[src/rtl/clock_sequencer_pkg.sv]
// Shared types and defaults for the core clock sequencer: FSM encoding, timing
// defaults and the button index map used by the debouncer bank.
package clock_sequencer_pkg;

    localparam int unsigned DEBOUNCE_CYCLES_DEFAULT   = 1000000;
    localparam int unsigned DEBOUNCE_CYCLES_SIM       = 4;
    localparam int unsigned RESET_HOLD_CYCLES_DEFAULT = 16;

    localparam int unsigned NUM_BUTTONS = 4;
    localparam int unsigned BTN_RESET   = 0;
    localparam int unsigned BTN_FREQ    = 1;
    localparam int unsigned BTN_MODE    = 2;
    localparam int unsigned BTN_STEP    = 3;

    typedef enum logic [1:0] {
        WAIT_LOCK = 2'd0,
        HOLD      = 2'd1,
        RUN       = 2'd2
    } seq_state_e;

endpackage

[src/rtl/clock_sequencer_if.sv]
// Board-side inputs and clock-subsystem controls of the sequencer.
// The master drives stimulus (buttons, lock, stall, tick); the slave is the sequencer.
interface clock_sequencer_if;
    logic pll_locked;
    logic reset_button;
    logic frequency_mode_button;
    logic clock_mode_button;
    logic manual_clock_button;
    logic stall_core;
    logic divided_tick;
    logic core_clock_enable;
    logic core_reset;
    logic manual_mode;
    logic slow_mode;
    logic running;

    modport master (
        output pll_locked, reset_button, frequency_mode_button, clock_mode_button,
               manual_clock_button, stall_core, divided_tick,
        input  core_clock_enable, core_reset, manual_mode, slow_mode, running
    );

    modport slave (
        input  pll_locked, reset_button, frequency_mode_button, clock_mode_button,
               manual_clock_button, stall_core, divided_tick,
        output core_clock_enable, core_reset, manual_mode, slow_mode, running
    );
endinterface

[src/rtl/clock_sequencer_button_debouncer.sv]
// Two-flop synchronizer plus saturating stability counter for one raw button.
// Emits a registered one-cycle pulse when a new pressed level is accepted.
module button_debouncer
    import clock_sequencer_pkg::*;
#(
    parameter int unsigned CYCLES = DEBOUNCE_CYCLES_DEFAULT
) (
    input  logic clk,
    input  logic rst_n,
    input  logic button_i,
    output logic press_o
);
    localparam int unsigned CW = $clog2(CYCLES + 1);
    localparam logic [CW-1:0] LAST = CW'(CYCLES - 1);

    logic          sync1_q, sync2_q;
    logic          level_q, level_d;
    logic          press_q, press_d;
    logic [CW-1:0] cnt_q, cnt_d;

    // Any sample equal to the accepted level restarts the count, so bounces never accumulate.
    always_comb begin
        cnt_d   = cnt_q;
        level_d = level_q;
        press_d = 1'b0;
        if (sync2_q == level_q) begin
            cnt_d = '0;
        end else if (cnt_q >= LAST) begin
            level_d = sync2_q;
            cnt_d   = '0;
            press_d = sync2_q;
        end else begin
            cnt_d = cnt_q + 1'b1;
        end
    end

    always_ff @(posedge clk or negedge rst_n) begin
        if (!rst_n) begin
            sync1_q <= 1'b0;
            sync2_q <= 1'b0;
            level_q <= 1'b0;
            press_q <= 1'b0;
            cnt_q   <= '0;
        end else begin
            sync1_q <= button_i;
            sync2_q <= sync1_q;
            level_q <= level_d;
            press_q <= press_d;
            cnt_q   <= cnt_d;
        end
    end

    assign press_o = press_q;
endmodule

[src/rtl/clock_sequencer.sv]
// Core clock sequencer: lock/reset-hold FSM, mode flags, pending single step
// and the registered core clock enable mux.
module clock_sequencer
    import clock_sequencer_pkg::*;
#(
    parameter int unsigned DEBOUNCE_CYCLES   = DEBOUNCE_CYCLES_DEFAULT,
    parameter int unsigned RESET_HOLD_CYCLES = RESET_HOLD_CYCLES_DEFAULT
) (
    input  logic             clock_100mhz,
    input  logic             reset_n,
    clock_sequencer_if.slave bus
);
    localparam int unsigned HCW = $clog2(RESET_HOLD_CYCLES + 1);
    localparam logic [HCW-1:0] HOLD_LAST = HCW'(RESET_HOLD_CYCLES - 1);

    logic [NUM_BUTTONS-1:0] raw_buttons;
    logic [NUM_BUTTONS-1:0] presses;

    assign raw_buttons[BTN_RESET] = bus.reset_button;
    assign raw_buttons[BTN_FREQ]  = bus.frequency_mode_button;
    assign raw_buttons[BTN_MODE]  = bus.clock_mode_button;
    assign raw_buttons[BTN_STEP]  = bus.manual_clock_button;

    generate
        for (genvar gi = 0; gi < NUM_BUTTONS; gi++) begin : g_btn
            button_debouncer #(.CYCLES(DEBOUNCE_CYCLES)) u_deb (
                .clk      (clock_100mhz),
                .rst_n    (reset_n),
                .button_i (raw_buttons[gi]),
                .press_o  (presses[gi])
            );
        end
    endgenerate

    logic           lock_sync1_q, lock_sync2_q;
    seq_state_e     state_q, state_d;
    logic [HCW-1:0] hold_cnt_q, hold_cnt_d;
    logic           manual_q, manual_d;
    logic           slow_q, slow_d;
    logic           pend_q, pend_d;
    logic           en_q, en_d;
    logic           core_reset_q, core_reset_d;
    logic           running_q, running_d;

    logic run_next, toggle, step_req, go;

    // Lock loss outranks everything; a reset press in HOLD simply restarts the count.
    always_comb begin
        state_d    = state_q;
        hold_cnt_d = hold_cnt_q;
        if (!lock_sync2_q) begin
            state_d    = WAIT_LOCK;
            hold_cnt_d = '0;
        end else begin
            case (state_q)
                WAIT_LOCK: begin
                    state_d    = HOLD;
                    hold_cnt_d = '0;
                end
                HOLD: begin
                    if (presses[BTN_RESET]) begin
                        hold_cnt_d = '0;
                    end else if (hold_cnt_q == HOLD_LAST) begin
                        state_d = RUN;
                    end else begin
                        hold_cnt_d = hold_cnt_q + 1'b1;
                    end
                end
                RUN: begin
                    if (presses[BTN_RESET]) begin
                        state_d    = HOLD;
                        hold_cnt_d = '0;
                    end
                end
                default: begin
                    state_d    = WAIT_LOCK;
                    hold_cnt_d = '0;
                end
            endcase
        end
    end

    // Enable uses the flags as they stand this cycle; toggles take effect next cycle.
    always_comb begin
        run_next     = (state_d == RUN);
        toggle       = presses[BTN_FREQ] | presses[BTN_MODE];
        step_req     = manual_q & presses[BTN_STEP];
        go           = run_next & ~bus.stall_core;
        manual_d     = manual_q ^ presses[BTN_MODE];
        slow_d       = slow_q ^ presses[BTN_FREQ];
        core_reset_d = ~run_next;
        running_d    = run_next;
        pend_d       = pend_q;

        if (manual_q) begin
            en_d = go & (step_req | pend_q);
        end else if (slow_q) begin
            en_d = go & bus.divided_tick;
        end else begin
            en_d = go;
        end

        if (toggle || !run_next) begin
            pend_d = 1'b0;
        end else if (manual_q && bus.stall_core && step_req) begin
            pend_d = 1'b1;
        end else if (manual_q && en_d) begin
            pend_d = 1'b0;
        end
    end

    always_ff @(posedge clock_100mhz or negedge reset_n) begin
        if (!reset_n) begin
            lock_sync1_q <= 1'b0;
            lock_sync2_q <= 1'b0;
            state_q      <= WAIT_LOCK;
            hold_cnt_q   <= '0;
            manual_q     <= 1'b0;
            slow_q       <= 1'b0;
            pend_q       <= 1'b0;
            en_q         <= 1'b0;
            core_reset_q <= 1'b1;
            running_q    <= 1'b0;
        end else begin
            lock_sync1_q <= bus.pll_locked;
            lock_sync2_q <= lock_sync1_q;
            state_q      <= state_d;
            hold_cnt_q   <= hold_cnt_d;
            manual_q     <= manual_d;
            slow_q       <= slow_d;
            pend_q       <= pend_d;
            en_q         <= en_d;
            core_reset_q <= core_reset_d;
            running_q    <= running_d;
        end
    end

    assign bus.core_clock_enable = en_q;
    assign bus.core_reset        = core_reset_q;
    assign bus.manual_mode       = manual_q;
    assign bus.slow_mode         = slow_q;
    assign bus.running           = running_q;
endmodule
[src/flat_wrapper.sv]
// flat-port wrapper written by rule: the top's interface ports become plain ports
module clock_sequencer_flat import clock_sequencer_pkg::*;
#(
    parameter int unsigned DEBOUNCE_CYCLES   = DEBOUNCE_CYCLES_DEFAULT,
    parameter int unsigned RESET_HOLD_CYCLES = RESET_HOLD_CYCLES_DEFAULT
)
  (clock_100mhz, reset_n, bus_pll_locked, bus_reset_button, bus_frequency_mode_button, bus_clock_mode_button, bus_manual_clock_button, bus_stall_core, bus_divided_tick, bus_core_clock_enable, bus_core_reset, bus_manual_mode, bus_slow_mode, bus_running);
  clock_sequencer_if bus_i ();
  input  logic clock_100mhz;
  input  logic reset_n;
  input wire logic [$bits(bus_i.pll_locked)-1:0] bus_pll_locked;
  input wire logic [$bits(bus_i.reset_button)-1:0] bus_reset_button;
  input wire logic [$bits(bus_i.frequency_mode_button)-1:0] bus_frequency_mode_button;
  input wire logic [$bits(bus_i.clock_mode_button)-1:0] bus_clock_mode_button;
  input wire logic [$bits(bus_i.manual_clock_button)-1:0] bus_manual_clock_button;
  input wire logic [$bits(bus_i.stall_core)-1:0] bus_stall_core;
  input wire logic [$bits(bus_i.divided_tick)-1:0] bus_divided_tick;
  output wire logic [$bits(bus_i.core_clock_enable)-1:0] bus_core_clock_enable;
  output wire logic [$bits(bus_i.core_reset)-1:0] bus_core_reset;
  output wire logic [$bits(bus_i.manual_mode)-1:0] bus_manual_mode;
  output wire logic [$bits(bus_i.slow_mode)-1:0] bus_slow_mode;
  output wire logic [$bits(bus_i.running)-1:0] bus_running;
  assign bus_i.pll_locked = bus_pll_locked;
  assign bus_i.reset_button = bus_reset_button;
  assign bus_i.frequency_mode_button = bus_frequency_mode_button;
  assign bus_i.clock_mode_button = bus_clock_mode_button;
  assign bus_i.manual_clock_button = bus_manual_clock_button;
  assign bus_i.stall_core = bus_stall_core;
  assign bus_i.divided_tick = bus_divided_tick;
  assign bus_core_clock_enable = bus_i.core_clock_enable;
  assign bus_core_reset = bus_i.core_reset;
  assign bus_manual_mode = bus_i.manual_mode;
  assign bus_slow_mode = bus_i.slow_mode;
  assign bus_running = bus_i.running;
  clock_sequencer #(.DEBOUNCE_CYCLES(DEBOUNCE_CYCLES), .RESET_HOLD_CYCLES(RESET_HOLD_CYCLES)) u_core (.clock_100mhz(clock_100mhz), .reset_n(reset_n), .bus(bus_i));
endmodule
[config.mk]
export PLATFORM = sky130hd
export DESIGN_NAME = clock_sequencer_flat
export DESIGN_NICKNAME = d
export VERILOG_FILES = /design/src/rtl/clock_sequencer_pkg.sv /design/src/rtl/clock_sequencer_if.sv /design/src/rtl/clock_sequencer_button_debouncer.sv /design/src/rtl/clock_sequencer.sv /design/src/flat_wrapper.sv
export SDC_FILE = /design/constraint.sdc
export NUM_CORES = 1
export LEC_CHECK = 0
export ABC_AREA = 1
export BUFFER_PORTS_ARGS = -buffer_cell sky130_fd_sc_hd__buf_4
export CAP_MARGIN = 20
export CORE_UTILIZATION = 65
export CTS_CLUSTER_DIAMETER = 50
export DETAILED_ROUTE_END_ITERATION = 8
export GPL_ROUTABILITY_DRIVEN = 0
export GPL_TIMING_DRIVEN = 0
export PLACE_DENSITY = 0.82
export SYNTH_ARGS = -nofsm -noshare
export SYNTH_HDL_FRONTEND = slang
export SYNTH_SLANG_ARGS = --single-unit
[constraint.sdc]
create_clock -name clock_100mhz -period 3.3 [get_ports clock_100mhz]
set_input_delay 0.33 -clock clock_100mhz [delete_from_list [all_inputs] [get_ports clock_100mhz]]
set_output_delay 0.33 -clock clock_100mhz [all_outputs]
set_load 0.05 [all_outputs]
---- Word level (Yosys, flattened, before mapping) ----
Index checks and enable logic that the tools add are counted.
storage, ports and cells
  bits in registers ....................... 111
  memories kept ........................... 0
  bits in latches ......................... 0
  output and inout port bits .............. 5
  word-level logic and storage cells ...... 106
  input port bits ......................... 9
  memory bits (writable) .................. 0
  ROM bits ................................ 0
operators by class
  magnitude comparators ................... 4
  mux-type cells .......................... 31
  reductions and logical operators ........ 12
  add/subtract/negate cells ............... 5
  divide/modulo/power cells ............... 0
  equal/unequal tests ..................... 10
  shift operators ......................... 0
  multipliers ............................. 0
  bitwise logic cells ..................... 14
operator list
  cell                   number
  $mux 20                8
  $add 20x1->20 const B  4
  $ge 20x20->1 const B   4
  $mux 5                 4
  $mux 1                 13
  $pmux 5 s2             1
  $reduce_and 2->1       5
  $mux 2                 4
  $not 1->1              6
  $pmux 2 s3             1
  $add 5x1->5 const B    1
  $eq 5x4->1 const B     1
  $and 1x1->1            4
  $eq 1x1->1             4
  $eq 2x2->1 const B     2
  $ne 4x4->1 const B     1
  $logic_and 1x1->1      3
  $ne 3x3->1 const B     1
  $reduce_bool 3->1      1
  $eq 2x1->1 const B     1
  $logic_not 2->1        1
  $or 1x1->1             2
  $xor 1x1->1            2
  $logic_not 1->1        1
  $logic_or 1x1->1       1

---- Depth between registers and ports, before layout ----
  depth in word-level cells ............... 14
  mapped depth ............................ 11
  gate-level depth less buffers ........... 11

---- Hierarchy ----
From an unflattened synthesis, not the netlist that was laid out.
unflattened totals
  cell total of the unflattened synthesis .. 770
  area, all modules ....................... 6418.7 um^2
modules (own cells, without submodules)
  module                                        cells an instance  sequential area each (um^2)  times used  area each (um^2)
  button_debouncer (u_core.g_btn[0].u_deb ...)  173                600.6                        3           1446.4
  button_debouncer (u_core.g_btn[3].u_deb)      179                600.6                        1           1362.6
  clock_sequencer                               72                 376.6                        1           716.9

---- Worst setup path before layout ----
No wires, ideal clock.
  path type ............................... reg2reg
  start ................................... reg u_core.hold_cnt_q[0]
  end ..................................... reg u_core.hold_cnt_q[2]
  setup slack ............................. 1.747 ns
  setup time .............................. 0.137 ns
  cell stages (with the launch flop) ...... 10
  data required time ...................... 3.163 ns
  arrival time ............................ 1.417 ns
  period minus slack after synthesis ...... 1.553 ns
  buffers on the path ..................... 0
  cell sequence ........................... dfrtp_1 > ha_1 > inv_1 > nor3_1 > ha_1 > nand2_1 > nand2_1 > nand4_1 > a21oi_1 > a21oi_1
on the way
  longest elaborated chain between the ends .. 5
  elaborated cells on any way between the ends .. 8
  classes of those cells .................. add/sub (1); eq/ne (2); mux (4); reduce/logical (1)
RTL lines
  item                    RTL line                text
  start, declared         clock_sequencer.sv:37   logic [HCW-1:0] hold_cnt_q, hold_cnt_d;
  start signal, assigned  clock_sequencer.sv:128  hold_cnt_q <= hold_cnt_d;
  $add 5x1->5             clock_sequencer.sv:66   hold_cnt_d = hold_cnt_q + 1'b1;
  $mux 5                  clock_sequencer.sv:63   end else if (hold_cnt_q == HOLD_LAST) begin
  $mux 5                  clock_sequencer.sv:61   if (presses[BTN_RESET]) begin
  $pmux 5 s2              clock_sequencer.sv:55   case (state_q)
  $mux 5                  clock_sequencer.sv:51   if (!lock_sync2_q) begin
Parallel ways exist; a longest one is shown, timed or not. The select of a mux whose other input is x is not followed.
A chain may end at the register's enable or synchronous reset.

---- Final worst setup path ----
Same ends and word-level chain as after synthesis.

==> impl.org <==
** Finish
- Ant diodes :: 0
- Registers take around 0.0028 sq mm.
- The area growth from synthesis to layout is 7.16%.
- Share of the core filled with cells in the final layout :: 0.725
- Summing all non-filler instances in the final layout gives an area of between 0.006 and 0.007 sq mm.
- Counting the fill cells in the layout gives a little under 700.
- Share of cells above drive strength 1 :: 0.105
- Final #Nets :: roughly 800
- The multi-input combinational cells in the finished layout cover a total of about 0.0028 sq mm.

** Clocking
- Number of buffers added by the clock tree synthesis step :: 9
- The number of setup buffers added after CTS is 0.
- For the worst-skew pair, the clock arrives at the later sink with an insertion delay of between 0.3 and 0.4 ns.
- Clock net sink count :: 111
- Maximum clock insertion buffer count :: 2
- Clk pin slew, worst setup/hold paths :: 0.10 ns
- CTS built an H-tree with a depth of 3.
- TritonCTS clock tree :: yes
- Root buffer selected by CTS :: sky130_fd_sc_hd__clkbuf_8

** Global route
- Met3 track demand over resource :: 0.0558
- Across every metal layer, demand over resource in global routing totals 0.248.
- Global-route track usage on met2 :: 0.442
- Initial antenna violation count :: 0
- Entering global routing, the biggest net connects 75 pins.
- Most utilized layer in the global route result :: met2
- Summed over all layers, the global routing overflow is 0.
- M1 GR Usage :: 0.301
- Global-route wire length before repair :: 19.2 mm
- Via count of the first global-routing pass :: about 4,600

** Routing
- The routed design has between 10 and 15 mm of wire.
- Residual antenna-violating net count after detailed routing :: 0
- For this block, the via count after detailed routing is around 4,700.
- Number of remaining DRC errors :: 4
- Via-per-instance ratio :: about 5.3
- In the final routed layout, each cell accounts on average for approximately 12 um.
- The pre-antenna-repair detailed-routing pass consisted of 7 iterations.
- For this block, the initial DRC count from the detailed router was roughly 160.

** Place
- Area post-placement :: roughly 0.0062 sq mm
- Half-perimeter wire length after placement :: approximately 8.0 mm
- IO buf count :: 13

** Yosys
- Each instance of the synthesized netlist takes up on average between 7 and 8 sq um.
- Warning count from the yosys run :: 0
- The number of nets in the synthesized netlist is 772.
- Of all cell types, the one taking the most synthesized area is sky130_fd_sc_hd__dfrtp_1.
- Largest cells by area after synthesis :: sky130_fd_sc_hd__dfrtp_1 (46%), sky130_fd_sc_hd__nand2_1 (11%), sky130_fd_sc_hd__nor2_1 (9.8%), sky130_fd_sc_hd__xor2_1 (6.9%), sky130_fd_sc_hd__inv_1 (5.3%)
- Synth Register Bits :: ~110
- Sequential-to-total area share from yosys stat :: 0.466
- The cell count after synthesis came out at around 760.
- Post-synthesis instance area :: around 0.0060 sq mm
- Counting distinct cell types in the post-synthesis netlist gives 29.
- Synth top area share :: 0.462

** Floorplanning
- Die height :: between 90 and 100 um
- Core area :: a little under 0.009 sq mm
- The die covers 0.00956 sq mm.
- Horizontal die dimension :: about 98 um
- For this configuration, the core starts out at a cell density of 0.677.
- Number of top-level pins :: 14
- The floorplan has 34 rows.

** Power
- Combinational share of power :: 0.055
- The share of total power dissipated in sequential elements is 0.630.
- Fraction of power spent switching nets :: 0.236
- Maximum vdd drop :: slightly below 0.2 mV
- Overall power consumption after layout is estimated at between 2 and 2.5 mW.
- Summed over all cells, the static leakage comes to 2.84 nW.
- Of the total power, the clock network draws 0.314.
- Power density over the cells :: around 350 mW/mm^2
- The analysis attributes to net switching a power of about 530 uW.
- Internal power comes to 1.70 mW.

** Outcome
- The checks that failed: DRC.
- The run finished, with violations left.

** STA
- Unrepaired setup endpoints after global routing :: false
- Max-Slew Margin vs Limit :: 0.667
- The max-slew violation count is 0.
- Minimum clock period :: 1.81 ns
- Setup_tns :: 0 ns
- Fmax :: around 550 MHz
- Setup violations remaining at the end of the flow were counted as 0.
- The number of hold violations in the final report was 0.
- For the final database, setup skew stands at about 0.008 ns.
- Of the available clock period, the critical path in the final layout requires 0.550.
- For the pin with the worst max-slew slack, the measured transition is 0.499 ns.

** Run
- Number of max-capacitance violations reported :: 0

** Worst setup path
- CP endpoint kind :: flip-flop
- Kind of start point of the critical path :: flip-flop
- Classification of the worst setup path :: flip-flop to flip-flop
- Critical Path Fanout Max :: 10
- Arrival time at the worst endpoint :: ~2.1 ns
- For the worst setup path, the data required time is around 3.5 ns.

** Worst hold path
- Classification of the worst-slack hold path :: primary input to flip-flop
## per-layer routing
layer | share of wire | vias up
li1 | - | 2394
met1 | 0.45 | 2204
met2 | 0.50 | 85
met3 | 0.038 | 16
met4 | 0.012 | 0
met5 | 0 | -
## power groups by stage
stage               clock, mW  sequential, mW  combinational, mW
global placement            0            1.43              0.117
floorplan                   0            1.43             0.0724
CTS                     0.726            1.41              0.127
global route            0.774            1.41              0.145
finish                  0.701            1.41              0.123
detailed placement          0            1.43              0.125
## synth_stat cells
master and instances:
sky130_fd_sc_hd__nand4_4 3, sky130_fd_sc_hd__o22ai_1 2, sky130_fd_sc_hd__xnor2_1 11, sky130_fd_sc_hd__nand4_2 1
sky130_fd_sc_hd__nor2_4 4, sky130_fd_sc_hd__a31oi_1 2, sky130_fd_sc_hd__nand3b_1 4, sky130_fd_sc_hd__buf_6 2
sky130_fd_sc_hd__o21ai_0 14, sky130_fd_sc_hd__inv_2 3, sky130_fd_sc_hd__xor2_1 47, sky130_fd_sc_hd__dfstp_2 1
sky130_fd_sc_hd__o21bai_1 2, sky130_fd_sc_hd__inv_1 84, sky130_fd_sc_hd__nand2_1 182, sky130_fd_sc_hd__nand2_4 1
sky130_fd_sc_hd__nor3_1 8, sky130_fd_sc_hd__nor2_1 155, sky130_fd_sc_hd__nand2_2 4, sky130_fd_sc_hd__a21oi_1 6
sky130_fd_sc_hd__nand4_1 11, sky130_fd_sc_hd__a21o_1 1, sky130_fd_sc_hd__ha_1 6, sky130_fd_sc_hd__buf_4 2
sky130_fd_sc_hd__nand3_2 3, sky130_fd_sc_hd__dfrtp_1 110, sky130_fd_sc_hd__nand3_1 55, sky130_fd_sc_hd__buf_12 1
sky130_fd_sc_hd__nor2_2 32
## through the flow
stage	std cells	hold slack, ns	setup slack [ns]
CTS	895	0.0429	1.46
global route	895	0.0306	1.18
detailed placement	879	0.331	1.47
global placement	878	0.333	1.56
floorplan	757	0.0344	1.75
finish	895	0.0584	1.49
## critical path: stages, from the launching register on
cell                      delay, ns
sky130_fd_sc_hd__dfrtp_1       0.36
sky130_fd_sc_hd__ha_1          0.19
sky130_fd_sc_hd__inv_1         0.06
sky130_fd_sc_hd__nor3_1        0.17
sky130_fd_sc_hd__ha_1          0.17
sky130_fd_sc_hd__nand2_1       0.05
sky130_fd_sc_hd__nand2_1       0.09
sky130_fd_sc_hd__nand4_1       0.31
sky130_fd_sc_hd__a21oi_1       0.23
sky130_fd_sc_hd__a21oi_1       0.05
## path summary, 6_finish.rpt
check / startpoint / to / slack [ns] / cells after the start
min in group asynchronous: reset_n / u_core.g_btn[3].u_deb.cnt_q[8]$_DFF_PN0_ / 0.47 / 2
min reg2reg: u_core.g_btn[1].u_deb.sync1_q$_DFF_PN0_ / u_core.g_btn[1].u_deb.sync2_q$_DFF_PN0_ / 0.35 / 0
min: bus_clock_mode_button / u_core.g_btn[2].u_deb.sync1_q$_DFF_PN0_ / 0.06 / 1
max in group asynchronous: reset_n / u_core.bus.core_reset$_DFF_PN1_ / 2.12 / 3
max reg2reg: u_core.hold_cnt_q[0]$_DFFE_PN0P_ / u_core.hold_cnt_q[2]$_DFFE_PN0P_ / 1.49 / 9
max: u_core.hold_cnt_q[0]$_DFFE_PN0P_ / u_core.hold_cnt_q[2]$_DFFE_PN0P_ / 1.49 / 9
## cell families after synthesis
group                    after synthesis  share of synthesized area
buffers and inverters                 92                     0.0644
AO/OA/AOI/OAI                         27                     0.0248
XOR/XNOR                              58                     0.0852
flip-flops                           111                      0.466
adder cells (fa/ha/maj)                6                     0.0126
AND/OR/NAND/NOR                      463                      0.347
## layout make-up
| class | instances | share of cell area |
|---|---|---|
| clock inverter | 3 | 0.00333 |
| buffer | 5 | 0.00901 |
| tap | 108 | 0.0212 |
| timing repair buffer | 15 | 0.0212 |
| sequential | 111 | 0.435 |
| multi-input combinational | 554 | 0.438 |
| inverter | 87 | 0.0511 |
| clock buffer | 12 | 0.0212 |
## state kept, by name (all words and copies together) (netlist names)
name,cells
u_core.g_btn.u_deb.press_o,4
u_core.state_q,2
u_core.bus.core_clock_enable,1
u_core.lock_sync2_q,1
u_core.bus.core_reset,1
u_core.g_btn.u_deb.level_q,4
u_core.pend_q,1
u_core.g_btn.u_deb.sync1_q,4
u_core.hold_cnt_q,5
u_core.lock_sync1_q,1
u_core.bus.slow_mode,1
u_core.bus.manual_mode,1
u_core.g_btn.u_deb.cnt_q,80
u_core.bus.running,1
u_core.g_btn.u_deb.sync2_q,4
## placed cells by master (no fill, tap or decap), types with 2 or more instances in the layout
cell | synthesis | routed
sky130_fd_sc_hd__ha_1 | 6 | 6
sky130_fd_sc_hd__dfrtp_1 | 110 | 110
sky130_fd_sc_hd__nand2_1 | 182 | 182
sky130_fd_sc_hd__nand4_4 | 3 | 3
sky130_fd_sc_hd__nand2_2 | 4 | 4
sky130_fd_sc_hd__nand3_2 | 3 | 3
sky130_fd_sc_hd__nor2_2 | 32 | 32
sky130_fd_sc_hd__xnor2_1 | 11 | 11
sky130_fd_sc_hd__buf_6 | 2 | 2
sky130_fd_sc_hd__nand4_1 | 11 | 11
sky130_fd_sc_hd__o22ai_1 | 2 | 2
sky130_fd_sc_hd__nand3_1 | 55 | 55
sky130_fd_sc_hd__nor2_1 | 155 | 155
sky130_fd_sc_hd__o21ai_0 | 14 | 14
sky130_fd_sc_hd__a31oi_1 | 2 | 2
sky130_fd_sc_hd__xor2_1 | 47 | 47
sky130_fd_sc_hd__nor3_1 | 8 | 8
sky130_fd_sc_hd__inv_2 | 3 | 3
sky130_fd_sc_hd__nor2_4 | 4 | 4
sky130_fd_sc_hd__a21oi_1 | 6 | 6
sky130_fd_sc_hd__nand3b_1 | 4 | 4
sky130_fd_sc_hd__clkbuf_1 | 0 | 3
sky130_fd_sc_hd__o21bai_1 | 2 | 2
sky130_fd_sc_hd__clkbuf_8 | 0 | 9
sky130_fd_sc_hd__inv_1 | 84 | 84
sky130_fd_sc_hd__buf_4 | 2 | 15
## repair_timing
item / CTS / global route
hold buffers: 1 / 0
resized for setup: 0 / 0
hold endpoints to repair: 37 / 0
Note: power is estimated with default switching activity, not from simulation.
